`src/rtl/vram_dma_if.sv`:
```
// Z80 / CRTC / main-RAM signal bundle seen by the VRAM DMA arbiter.
// The slave modport is the arbiter; the master modport is its environment.
interface vram_dma_if;
  localparam int unsigned ADR_W  = 17;
  localparam int unsigned DATA_W = 8;
  localparam int unsigned CNT_W  = 16;

  logic              crtc_busreq;
  logic              crtc_busack;
  logic [ADR_W-1:0]  crtc_adr;
  logic [DATA_W-1:0] crtc_data;
  logic              cpu_busrq_n;
  logic              cpu_busak_n;
  logic [ADR_W-1:0]  cpu_adr;
  logic              cpu_we;
  logic [ADR_W-1:0]  ram_adr;
  logic              ram_we;
  logic [DATA_W-1:0] ram_din;
  logic              vsync;
  logic [CNT_W-1:0]  stall_cnt;
  logic              dma_err;
  logic              err_clr;

  modport slave (
    input  crtc_busreq, crtc_adr, cpu_busak_n, cpu_adr, cpu_we, ram_din, vsync, err_clr,
    output crtc_busack, crtc_data, cpu_busrq_n, ram_adr, ram_we, stall_cnt, dma_err
  );

  modport master (
    output crtc_busreq, crtc_adr, cpu_busak_n, cpu_adr, cpu_we, ram_din, vsync, err_clr,
    input  crtc_busack, crtc_data, cpu_busrq_n, ram_adr, ram_we, stall_cnt, dma_err
  );
endinterface

```
`src/rtl/vram_dma_arbiter.sv`:
```
// Arbitrates main RAM between the Z80 and the CRTC row-buffer DMA via BUSRQ/BUSAK,
// enforces a CPU window after each burst and tracks per-frame DMA-stolen cycles.
module vram_dma_arbiter #(
  parameter int unsigned HOLDOFF = 4,
  parameter int unsigned TIMEOUT = 1024
) (
  input  logic       clk,
  input  logic       rst_n,
  vram_dma_if.slave  bus
);
  localparam int unsigned HO_W  = 8;
  localparam int unsigned CNT_W = 16;
  localparam logic [HO_W-1:0]  HOLDOFF_V = HO_W'(HOLDOFF);
  localparam logic [CNT_W-1:0] TCNT_MAX  = CNT_W'(TIMEOUT - 1);
  localparam logic [CNT_W-1:0] GCNT_MAX  = '1;

  typedef enum logic [1:0] {IDLE, REQ, GRANT, RELEASE} state_t;

  state_t            state, state_nxt;
  logic              busrq_n_q, busack_q;
  logic              busrq_n_nxt, busack_nxt;
  logic [HO_W-1:0]   holdoff;
  logic [CNT_W-1:0]  tcnt;
  logic [CNT_W-1:0]  gcnt;
  logic [CNT_W-1:0]  stall_q;
  logic              err_q;
  logic              vsync_d;
  logic              vsync_rise;

  // State register; handshake outputs are registered from the next-state decode.
  always_ff @(posedge clk or negedge rst_n) begin
    if (!rst_n) begin
      state     <= IDLE;
      busrq_n_q <= 1'b1;
      busack_q  <= 1'b0;
    end else begin
      state     <= state_nxt;
      busrq_n_q <= busrq_n_nxt;
      busack_q  <= busack_nxt;
    end
  end

  // Next state; an abort in REQ takes priority over a same-cycle BUSAK.
  always_comb begin
    state_nxt = state;
    case (state)
      IDLE:    if (bus.crtc_busreq && (holdoff == '0)) state_nxt = REQ;
      REQ:     if (!bus.crtc_busreq)                   state_nxt = IDLE;
               else if (!bus.cpu_busak_n)              state_nxt = GRANT;
      GRANT:   if (!bus.crtc_busreq)                   state_nxt = RELEASE;
      RELEASE: if (bus.cpu_busak_n)                    state_nxt = IDLE;
      default:                                         state_nxt = IDLE;
    endcase
  end

  // Output decode of the next state.
  always_comb begin
    busrq_n_nxt = 1'b1;
    busack_nxt  = 1'b0;
    case (state_nxt)
      REQ:     busrq_n_nxt = 1'b0;
      GRANT: begin
        busrq_n_nxt = 1'b0;
        busack_nxt  = 1'b1;
      end
      default: ;
    endcase
  end

  // Hold-off only counts down in IDLE, so the CPU window after a burst is
  // HOLDOFF+1 cycles however long the Z80 takes to drop BUSAK.
  always_ff @(posedge clk or negedge rst_n) begin
    if (!rst_n) begin
      holdoff <= '0;
    end else if ((state == GRANT) && (state_nxt == RELEASE)) begin
      holdoff <= HOLDOFF_V;
    end else if ((state == IDLE) && (holdoff != '0)) begin
      holdoff <= holdoff - HO_W'(1);
    end
  end

  // BUSAK timeout; the error is sticky and a same-cycle set beats err_clr.
  always_ff @(posedge clk or negedge rst_n) begin
    if (!rst_n) begin
      tcnt  <= '0;
      err_q <= 1'b0;
    end else begin
      if ((state != REQ) && (state_nxt == REQ)) begin
        tcnt <= '0;
      end else if ((state == REQ) && (tcnt != TCNT_MAX)) begin
        tcnt <= tcnt + CNT_W'(1);
      end
      if ((state == REQ) && (tcnt == TCNT_MAX)) begin
        err_q <= 1'b1;
      end else if (bus.err_clr) begin
        err_q <= 1'b0;
      end
    end
  end

  assign vsync_rise = bus.vsync && !vsync_d;

  // Granted-cycle statistics; a granted vsync-edge cycle belongs to the new frame.
  always_ff @(posedge clk or negedge rst_n) begin
    if (!rst_n) begin
      vsync_d <= 1'b0;
      gcnt    <= '0;
      stall_q <= '0;
    end else begin
      vsync_d <= bus.vsync;
      if (vsync_rise) begin
        stall_q <= gcnt;
        gcnt    <= busack_q ? CNT_W'(1) : '0;
      end else if (busack_q && (gcnt != GCNT_MAX)) begin
        gcnt <= gcnt + CNT_W'(1);
      end
    end
  end

  assign bus.crtc_busack = busack_q;
  assign bus.cpu_busrq_n = busrq_n_q;
  assign bus.ram_adr     = busack_q ? bus.crtc_adr : bus.cpu_adr;
  assign bus.ram_we      = bus.cpu_we & ~busack_q;
  assign bus.crtc_data   = bus.ram_din;
  assign bus.stall_cnt   = stall_q;
  assign bus.dma_err     = err_q;
endmodule

```
`src/flat_wrapper.sv`:
```
// flat-port wrapper written by rule: the top's interface ports become plain ports
module vram_dma_arbiter_flat 
#(
  parameter int unsigned HOLDOFF = 4,
  parameter int unsigned TIMEOUT = 1024
)
  (clk, rst_n, bus_crtc_busreq, bus_crtc_adr, bus_cpu_busak_n, bus_cpu_adr, bus_cpu_we, bus_ram_din, bus_vsync, bus_err_clr, bus_crtc_busack, bus_crtc_data, bus_cpu_busrq_n, bus_ram_adr, bus_ram_we, bus_stall_cnt, bus_dma_err);
  vram_dma_if bus_i ();
  input  logic clk;
  input  logic rst_n;
  input wire logic [$bits(bus_i.crtc_busreq)-1:0] bus_crtc_busreq;
  input wire logic [$bits(bus_i.crtc_adr)-1:0] bus_crtc_adr;
  input wire logic [$bits(bus_i.cpu_busak_n)-1:0] bus_cpu_busak_n;
  input wire logic [$bits(bus_i.cpu_adr)-1:0] bus_cpu_adr;
  input wire logic [$bits(bus_i.cpu_we)-1:0] bus_cpu_we;
  input wire logic [$bits(bus_i.ram_din)-1:0] bus_ram_din;
  input wire logic [$bits(bus_i.vsync)-1:0] bus_vsync;
  input wire logic [$bits(bus_i.err_clr)-1:0] bus_err_clr;
  output wire logic [$bits(bus_i.crtc_busack)-1:0] bus_crtc_busack;
  output wire logic [$bits(bus_i.crtc_data)-1:0] bus_crtc_data;
  output wire logic [$bits(bus_i.cpu_busrq_n)-1:0] bus_cpu_busrq_n;
  output wire logic [$bits(bus_i.ram_adr)-1:0] bus_ram_adr;
  output wire logic [$bits(bus_i.ram_we)-1:0] bus_ram_we;
  output wire logic [$bits(bus_i.stall_cnt)-1:0] bus_stall_cnt;
  output wire logic [$bits(bus_i.dma_err)-1:0] bus_dma_err;
  assign bus_i.crtc_busreq = bus_crtc_busreq;
  assign bus_i.crtc_adr = bus_crtc_adr;
  assign bus_i.cpu_busak_n = bus_cpu_busak_n;
  assign bus_i.cpu_adr = bus_cpu_adr;
  assign bus_i.cpu_we = bus_cpu_we;
  assign bus_i.ram_din = bus_ram_din;
  assign bus_i.vsync = bus_vsync;
  assign bus_i.err_clr = bus_err_clr;
  assign bus_crtc_busack = bus_i.crtc_busack;
  assign bus_crtc_data = bus_i.crtc_data;
  assign bus_cpu_busrq_n = bus_i.cpu_busrq_n;
  assign bus_ram_adr = bus_i.ram_adr;
  assign bus_ram_we = bus_i.ram_we;
  assign bus_stall_cnt = bus_i.stall_cnt;
  assign bus_dma_err = bus_i.dma_err;
  vram_dma_arbiter #(.HOLDOFF(HOLDOFF), .TIMEOUT(TIMEOUT)) u_core (.clk(clk), .rst_n(rst_n), .bus(bus_i));
endmodule
```
`config.mk`:
```
export PLATFORM = sky130hd
export DESIGN_NAME = vram_dma_arbiter_flat
export DESIGN_NICKNAME = d
export VERILOG_FILES = /design/src/rtl/vram_dma_if.sv /design/src/rtl/vram_dma_arbiter.sv /design/src/flat_wrapper.sv
export SDC_FILE = /design/constraint.sdc
export NUM_CORES = 1
export LEC_CHECK = 0
export ABC_AREA = 1
export CORE_AREA = 2 2 95 97
export CTS_BUF_LIST = sky130_fd_sc_hd__clkbuf_4 sky130_fd_sc_hd__clkbuf_8
export DETAILED_ROUTE_END_ITERATION = 16
export DIE_AREA = 0 0 97 99
export PLACE_DENSITY = 0.79
export SETUP_SLACK_MARGIN = 0.5
export SYNTH_ARGS = -nofsm -noshare
export SYNTH_HDL_FRONTEND = slang
export SYNTH_SLANG_ARGS = --single-unit
```
`constraint.sdc`:
```
create_clock -name clk -period 2.4 [get_ports clk]
set_input_delay 0.48 -clock clk [delete_from_list [all_inputs] [get_ports clk]]
set_output_delay 0.48 -clock clk [all_outputs]
set_load 0.01 [all_outputs]
```
==> flow_metrics.env <==
export IMPL_power_frac_seq_pct=33.2
export IMPL_skew_ns=0.007780
export IMPL_cts_buffers=9
export IMPL_power_density_nw_per_um2=857.6
export IMPL_synthToLayoutAreaGrowth_pct=29.78
export IMPL_dr_pass1_iters=4
export IMPL_cts_num_sinks=62
export IMPL_endpoint_kind="output port"
export IMPL_setup_viol=0
export IMPL_rsz0062_at_grt="true"
export IMPL_switching_share_pct=38.10
export IMPL_root_buffer="clkbuf_8"
export IMPL_status="finished clean"
export IMPL_gp_congestion=0.8931
export IMPL_syn_nets=592
export IMPL_drt_antenna_violating_nets=0
export IMPL_yosysTopAreaCell="dfrtp_1"
export IMPL_ys_top_cells_by_area="dfrtp_1 41%, nand2_1 21%, nand3_1 7.7%"
export IMPL_yosysMostFrequentCell="nand2_1"
export IMPL_drc=0
export IMPL_first_global_vias=3470
export IMPL_maxCapViolCount=0
export IMPL_grt_usage_pct=19.27
export IMPL_cts_max_path_buffers=2
export IMPL_antennaDiodeCount=0
export IMPL_antenna_found_initial=0
export IMPL_synth_ff_type="dfrtp_1"
export IMPL_start_util_pct=43.43
export IMPL_p_int_w=0.002559
export IMPL_avgRoutedWirePerCell_um=12.72
export IMPL_cp_data_arrival_time_ns=1.67
export IMPL_drive_above_1_share_pct=9.310
export IMPL_port_buffers=77
export IMPL_viasPerCell=4.941
export IMPL_detailed_place_hpwl_um=6561
export IMPL_synth_top_area_share_pct=41.11
export IMPL_ios=94
export IMPL_p_switching_w=0.001575
export IMPL_final_max_slew_viol_count=0
export IMPL_p_leak_nw=2.431
export IMPL_num_vias=3612
export IMPL_nets=670
export IMPL_final_cells=731
export IMPL_synth_edf_count=0
export IMPL_final_hold_viol_count=0
export IMPL_core_area_sq_um=8551
export IMPL_synth_area_sq_um=3714
export IMPL_synth_common_cells="207 x nand2_1, 61 x dfrtp_1, 57 x inv_1, 57 x nand3_1, 55 x nor2_1"
export IMPL_fmax_mhz=464.4
export IMPL_async_reset_ff_share_pct=100.0
export IMPL_fp_dieH_um=99
export IMPL_cts_tree="done"
export IMPL_fin_total_pwr_w=0.004134
export IMPL_ys_ff_latch=62
export IMPL_worstSkewPairLatency_ns=0.34
export IMPL_place_area_sq_um=4533
export IMPL_postCtsHoldBufs=0
export IMPL_synth_distinct_cells=27
export IMPL_fin_setup_tns_ns=0
export IMPL_relSlewSlack_pct=64.32
export IMPL_vdd_drop_max_mv=0.4614
export IMPL_drt_wl_total_um=9299
export IMPL_min_period_ns=2.153
export IMPL_finalCoreUtilization_pct=56.37
export IMPL_clkSlewWorstSetupHoldPaths_ns=0.07
export IMPL_cp_required_ns=1.92
export IMPL_grt_max_degree=35
export IMPL_dieArea_sq_um=9603
export IMPL_post_route_period_util_pct=89.72
export IMPL_rows=34
export IMPL_htree_levels=3
export IMPL_path_max_fanout=21
export IMPL_grt_remaining_overflow=0
export IMPL_syn_inst=540
export IMPL_grt_pass1_wl_um=15290
export IMPL_drt_iter0_drc=194
export IMPL_post_route_cell_area_sq_um=4820
export IMPL_tightest_slew_ns=0.5311
export IMPL_ys_warn_count=0
export IMPL_crit_type="reg -> out"
export IMPL_dp_cells=711
export IMPL_fillers=770
export IMPL_worstSetupStartpointType="flop"
export IMPL_postSynthAreaPerCell_sq_um=6.877
export IMPL_pwr_share_clk_pct=25.9
export IMPL_yosysSeqAreaShare_pct=41.81
export IMPL_die_w_um=97
export IMPL_pwr_share_comb_pct=40.9
export IMPL_min_path_type="in -> async"
## what timing repair did
item	4_1_cts	5_1_grt
gates cloned	0	1
pin swaps	0	2
hold endpoints to repair	0	0
gates resized for setup	11	9
endpoints found under the setup margin	19	39
setup buffers	0	3
## worst paths after layout
kind / start / to / slack [ns] / cells after the start
max: u_core.bus.crtc_busack / bus_ram_adr[12] / 0.25 / 4
min: rst_n / u_core.bus.stall_cnt[15] / 0.09 / 1
max reg2reg: u_core.gcnt[0] / u_core.gcnt[9] / 0.64 / 10
min reg2reg: u_core.bus.stall_cnt[7] / u_core.bus.stall_cnt[7] / 0.48 / 2
max in group asynchronous: rst_n / u_core.bus.crtc_busack / 1.57 / 2
min in group clk: u_core.bus.stall_cnt[7] / u_core.bus.stall_cnt[7] / 0.48 / 2
## metrics by stage
step           hold WS (ns)  worst slack, ns
6_report            0.08977           0.2468
2_1_floorplan        0.1844           0.7544
5_1_grt              0.1125           0.1913
4_1_cts              0.1016           0.2549
3_3_place_gp         0.4536           0.2583
3_5_place_dp         0.4636           0.2475
## layout by cell type (no fill, tap or decap), drive strengths merged, types with 3 or more instances in the layout
cell           netlist  final
nand2              208    208
clkdlybuf4s50        0     71
inv                 64     64
dfrtp               61     61
nor2                60     61
nand3               57     57
o21ai               25     25
nand4               17     17
clkbuf               6     13
buf                 16     12
xor2                 9      9
nor3                 5      5
or2                  3      3
ha                   3      3
## cell type report
type	count	area, sq um	area share [%]
inverters	64	247.7	5.140
clock inverters	5	81.33	1.687
well taps	108	135.1	2.804
flip-flops and latches	62	1554	32.24
clock buffers	11	151.4	3.141
repair buffers	88	852.1	17.68
multi-input cells	393	1798	37.31
## metal layers
metal  vias up  track usage (%)  routed length (um)
li1       1839                -                   -
met1      1677            22.53                3959
met2        84            35.15                4798
met3        12            4.965                 415
met4         0            5.200                 124
met5         -                0                   0
## power by group through the flow
stage               Combinational (W)  Clock, W  Sequential, W
floorplan                    0.000998         0        0.00137
global placement              0.00157         0        0.00136
detailed placement            0.00162         0        0.00137
CTS                           0.00163   0.00109        0.00137
global route                  0.00189   0.00114        0.00139
finish                        0.00169   0.00107        0.00137
## worst max-delay path, cell delays in order, from the launching register on
cell	delay [ns]
dfrtp_2	0.45
buf_12	0.18
nand2_1	0.08
nand2_1	0.08
clkdlybuf4s50_1	0.53
## cells by family after synthesis
group / Yosys count / synth area share [%]
xor gates and xnor gates: 9 / 2.123
and+or+nand+nor: 352 / 40.33
buffers and inverters: 86 / 10.28
AOI/OAI and AO/OA: 28 / 4.447
DFF: 62 / 41.81
adders and majority gates: 3 / 1.011
## state kept, by name (all words and copies together), names as in the netlist
name and cells:
u_core.bus.dma_err 1, u_core.bus.cpu_busrq_n 1, u_core.tcnt 16, u_core.bus.stall_cnt 16
u_core.holdoff 8, u_core.gcnt 16, u_core.vsync_d 1, u_core.state 2
u_core.bus.crtc_busack 1
Note: power is estimated with default switching activity, not from simulation.
